==> src/rtl/seg7_readback_decoder.sv <==
// Readback decoder for active-low 7-segment digit buses: per-digit stability filter,
// glyph decode, and a coalescing valid/ready snapshot stream.
module seg7_readback_decoder #(
    parameter int unsigned NUM_DIGITS    = 6,
    parameter int unsigned STABLE_CYCLES = 4
) (
    input  logic                    Clk,
    input  logic                    Reset,
    input  logic [7*NUM_DIGITS-1:0] seg_in,
    output logic                    out_valid,
    input  logic                    out_ready,
    output logic [4*NUM_DIGITS-1:0] out_value,
    output logic [2*NUM_DIGITS-1:0] out_class,
    output logic                    overrun,
    input  logic                    clear_overrun
);

    localparam logic [7:0] CntMax     = 8'(STABLE_CYCLES - 1);
    localparam logic [1:0] ClsHex     = 2'd0;
    localparam logic [1:0] ClsDig     = 2'd1;
    localparam logic [1:0] ClsBlank   = 2'd2;
    localparam logic [1:0] ClsIllegal = 2'd3;

    // Returns {class, value} for one committed pattern.
    function automatic logic [5:0] decode(input logic [6:0] pat);
        logic [5:0] r;
        unique case (pat)
            7'h40:   r = {ClsHex, 4'h0};
            7'h79:   r = {ClsHex, 4'h1};
            7'h24:   r = {ClsHex, 4'h2};
            7'h30:   r = {ClsHex, 4'h3};
            7'h19:   r = {ClsHex, 4'h4};
            7'h12:   r = {ClsHex, 4'h5};
            7'h02:   r = {ClsHex, 4'h6};
            7'h78:   r = {ClsHex, 4'h7};
            7'h00:   r = {ClsHex, 4'h8};
            7'h10:   r = {ClsHex, 4'h9};
            7'h08:   r = {ClsHex, 4'hA};
            7'h03:   r = {ClsHex, 4'hB};
            7'h46:   r = {ClsHex, 4'hC};
            7'h21:   r = {ClsHex, 4'hD};
            7'h06:   r = {ClsHex, 4'hE};
            7'h0E:   r = {ClsHex, 4'hF};
            7'h77:   r = {ClsDig, 4'h0};
            7'h7E:   r = {ClsDig, 4'h1};
            7'h7F:   r = {ClsBlank, 4'h0};
            default: r = {ClsIllegal, 4'h0};
        endcase
        return r;
    endfunction

    logic [7*NUM_DIGITS-1:0] seg_q, seg_d;
    logic [8*NUM_DIGITS-1:0] cnt_q, cnt_d;
    logic [7*NUM_DIGITS-1:0] committed_q, committed_d;
    logic [NUM_DIGITS-1:0]   commit_q, commit_d;
    logic                    valid_q, valid_d;
    logic                    pending_q, pending_d;
    logic                    overrun_q, overrun_d;
    logic [4*NUM_DIGITS-1:0] value_q, value_d;
    logic [2*NUM_DIGITS-1:0] class_q, class_d;
    logic [4*NUM_DIGITS-1:0] snap_val;
    logic [2*NUM_DIGITS-1:0] snap_cls;
    logic                    any_commit;

    always_comb begin
        seg_d       = seg_in;
        cnt_d       = cnt_q;
        committed_d = committed_q;
        commit_d    = '0;
        for (int i = 0; i < NUM_DIGITS; i++) begin
            if (seg_in[7*i +: 7] != seg_q[7*i +: 7]) begin
                cnt_d[8*i +: 8] = 8'd0;
            end else if (cnt_q[8*i +: 8] < CntMax) begin
                cnt_d[8*i +: 8] = cnt_q[8*i +: 8] + 8'd1;
            end
            commit_d[i] = (cnt_q[8*i +: 8] == CntMax) &&
                          (seg_q[7*i +: 7] != committed_q[7*i +: 7]);
            if (commit_d[i]) begin
                committed_d[7*i +: 7] = seg_q[7*i +: 7];
            end
        end
    end

    always_comb begin
        snap_val = '0;
        snap_cls = '0;
        for (int i = 0; i < NUM_DIGITS; i++) begin
            {snap_cls[2*i +: 2], snap_val[4*i +: 4]} = decode(committed_q[7*i +: 7]);
        end
    end

    assign any_commit = |commit_q;

    // Pending coalesces stalled commits: on accept we reload from the latest committed state.
    always_comb begin
        valid_d   = valid_q;
        pending_d = pending_q;
        overrun_d = overrun_q;
        value_d   = value_q;
        class_d   = class_q;
        if (any_commit && (!valid_q || out_ready)) begin
            valid_d   = 1'b1;
            pending_d = 1'b0;
            value_d   = snap_val;
            class_d   = snap_cls;
        end else if (any_commit) begin
            overrun_d = 1'b1;
            pending_d = 1'b1;
        end else if (valid_q && out_ready) begin
            if (pending_q) begin
                value_d   = snap_val;
                class_d   = snap_cls;
                pending_d = 1'b0;
            end else begin
                valid_d = 1'b0;
            end
        end
        if (clear_overrun) begin
            overrun_d = 1'b0;
        end
    end

    always_ff @(posedge Clk or posedge Reset) begin
        if (Reset) begin
            seg_q       <= '1;
            cnt_q       <= '0;
            committed_q <= '1;
            commit_q    <= '0;
            valid_q     <= 1'b0;
            pending_q   <= 1'b0;
            overrun_q   <= 1'b0;
            value_q     <= '0;
            class_q     <= {NUM_DIGITS{ClsBlank}};
        end else begin
            seg_q       <= seg_d;
            cnt_q       <= cnt_d;
            committed_q <= committed_d;
            commit_q    <= commit_d;
            valid_q     <= valid_d;
            pending_q   <= pending_d;
            overrun_q   <= overrun_d;
            value_q     <= value_d;
            class_q     <= class_d;
        end
    end

    assign out_valid = valid_q;
    assign out_value = value_q;
    assign out_class = class_q;
    assign overrun   = overrun_q;

endmodule

==> config.mk <==
export PLATFORM = sky130hd
export DESIGN_NAME = seg7_readback_decoder
export DESIGN_NICKNAME = d
export VERILOG_FILES = /design/src/rtl/seg7_readback_decoder.sv
export SDC_FILE = /design/constraint.sdc
export NUM_CORES = 1
export LEC_CHECK = 0
export ABC_AREA = 1
export CELL_PAD_IN_SITES_DETAIL_PLACEMENT = 0
export CELL_PAD_IN_SITES_GLOBAL_PLACEMENT = 1
export CORE_AREA = 3 3 154 156
export DETAILED_ROUTE_END_ITERATION = 8
export DIE_AREA = 0 0 157 159
export HOLD_SLACK_MARGIN = 0.12
export PLACE_DENSITY = 0.78
export SETUP_SLACK_MARGIN = 0.02
export SYNTH_ARGS = -nofsm -noshare
export SYNTH_HDL_FRONTEND = slang
export SYNTH_SLANG_ARGS = --single-unit
==> constraint.sdc <==
create_clock -name Clk -period 8.21 [get_ports Clk]
set_input_delay 2.0525 -clock Clk [delete_from_list [all_inputs] [get_ports Clk]]
set_output_delay 2.0525 -clock Clk [all_outputs]
set_load 0.02 [all_outputs]
==> metrics <==
final setup TNS 0 ns; delay-heaviest family, CP buffers and inverters; Seq/Total Area, Yosys 0.4731; post-synth cell types 33; initial DRC count 414; total wire length 20.89 mm; pin count of the biggest net entering global routing 108; Die Height 159 um; clock buffer count from CTS 17; Power Dens Cells 162.4 nW/um^2; fin util 0.4984; PortBufs 83; Leakage Power 5.275 nW; Post-Place Cells 1618; final hold vios 0; Area Growth Syn to Fin 16.81%; drt via density 4.773; H-tree lvl count 4; nets 1404; die area 24960 um^2; Syn Area/Cell 7.530 um^2; drt pass-1 iters 5; CTS resizes 0; diode count 0; CTS root buf clkbuf_16; buffer and inverter count on the worst path 1; Total GRT Usage 0.1742; Clock Pin Slew Worst Setup and Hold Paths 0.07 ns; clock sink total 177; crit path max-delay cell type clkdlybuf4s50_1; DR vias 7876; Worst slew margin 0.3562; Final min period 3.652 ns; Peak supply drop 0.1015 mV; actual slew at the worst max-slew pin 0.9657 ns; Min-Delay Path Class reg2reg; initial core utilization 0.4266; main area contributors after synthesis dfstp_2 (25%), dfrtp_1 (23%), nand2_1 (14%); outcome finished clean; core area 22500 um^2; CP max stage delay 0.61 ns; setup violators final 0; Setup Crit Path Kind reg2out; vias in the first global route 7589; hold_buf cts 0; synth warn 0; max-slew violations 0; site row count 55; # Post-CTS Setup Buffers 0; most common cell after layout, fill and taps aside nand2_1; CTS tree done; Startpoint Class register; RSZ-0062 raised after global routing no; max-cap viol count 0; crit path cell chain clkdlybuf4s50_1; #FFs+latches synth 177; DP HPWL 15.69 mm; layout cells sized above 1 0.1128; most frequent cells in the layout nand2_1 (352), nor2_1 (206), inv_1 (160); # IOs 84; Synth top area share 0.2463; Tcrit/Tclk final 0.4448; Achievable Freq 273.9 MHz; Crit Path Max Fanout 2; Die X 157 um; WP data required 6.16 ns; Net Count, Synth 1327; antenna violations before repair 0; Syn Inst Count 1275; worst skew pair latency 0.43 ns; DRT antenna net count 0; WP data arrival 1.60 ns; type of destination of the critical path output port; Fin Clk Skew 0.01667 ns; fin cells 1650; Mapped Area 9600 um^2; # DRC 0; drt wl/cell 12.66 um; Max clock buf depth 2; gr ovfl total 0; placer congestion estimate 0.9213; global-route wire length before repair 36.13 mm; Yosys top cell by area dfstp_2
[worst paths after layout]
kind                              start             to  slack, ns  cells past startpoint
setup reg to reg            commit_q[5]  out_value[23]       6.14                      7
min in group asynchronous         Reset      cnt_q[45]       2.18                      2
hold / removal                 cnt_q[8]       cnt_q[8]       0.48                      1
setup / recovery           out_class[3]   out_class[3]       4.56                      1
max in group asynchronous         Reset      out_valid       4.58                      3
hold reg to reg                cnt_q[8]       cnt_q[8]       0.48                      1
[cell families (layout without fill, tap and decap cells)]
family / count (synthesis) / after routing / synth area share
flops: 177 / 177 / 0.4731
simple gates: 725 / 725 / 0.3183
buf+inv: 196 / 286 / 0.08198
compound gates: 102 / 102 / 0.05591
xor+xnor: 69 / 69 / 0.06295
fa+ha+maj: 6 / 6 / 0.007819
[cell usage after synthesis, drive strengths merged]
cell / instances
nand2: 359
nor2: 216
inv: 169
dfstp: 90
dfrtp: 87
nand3: 77
xnor2: 52
o21ai: 46
a21oi: 45
nand4: 34
buf: 26
nor3: 24
xor2: 17
ha: 6
nor3b: 6
nor4: 5
a31oi: 4
nand3b: 4
o21a: 3
a21o: 2
a211oi: 1
clkbuf: 1
o211ai: 1
[layout make-up]
cell class                 instances  area (um^2)
clock buffer                      20        446.7
clock inverter                    12        105.1
fill                            2219        11290
inverter                         169        639.4
multi-input combinational        902         4279
sequential                       177         4542
tap                              285        356.6
timing repair buffer              85        845.8
[metal layers]
metal  track usage  wire (um)  up-vias
li1              -          -     4144
met1        0.2427      10170     3597
met2        0.2781       9607      119
met3       0.03561        829       16
met4       0.04417        278        0
met5             0          0        -
[state kept, by name, indices dropped and copies added (netlist names)]
name / flops
out_class: 12
out_valid: 1
overrun: 1
out_value: 24
committed_q: 42
seg_q: 42
commit_q: 6
cnt_q: 48
pending_q: 1
[where the power goes]
part / total (mW) / leakage (nW) / switching (mW) / internal, mW
logic: 0.130 / 2.89 / 0.0647 / 0.0651
registers: 0.928 / 2.13 / 0.0206 / 0.908
clock network: 0.763 / 0.260 / 0.361 / 0.402
[metrics by stage]
| stage | hold WS (ns) | cell area (um^2) | setup WS, ns | power, mW |
|---|---|---|---|---|
| 4_1_cts | 0.4819 | 11210 | 4.425 | 1.854 |
| 3_3_place_gp | 0.4615 | 10660 | 3.968 | 1.074 |
| 6_report | 0.4754 | 11210 | 4.558 | 1.821 |
| 2_1_floorplan | 0.4392 | 9600 | 1.505 | 1.006 |
| 5_1_grt | 0.5050 | 11210 | 4.229 | 1.899 |
| 3_5_place_dp | 0.4654 | 10660 | 3.961 | 1.076 |
Note: power is estimated with default switching activity, not from simulation.
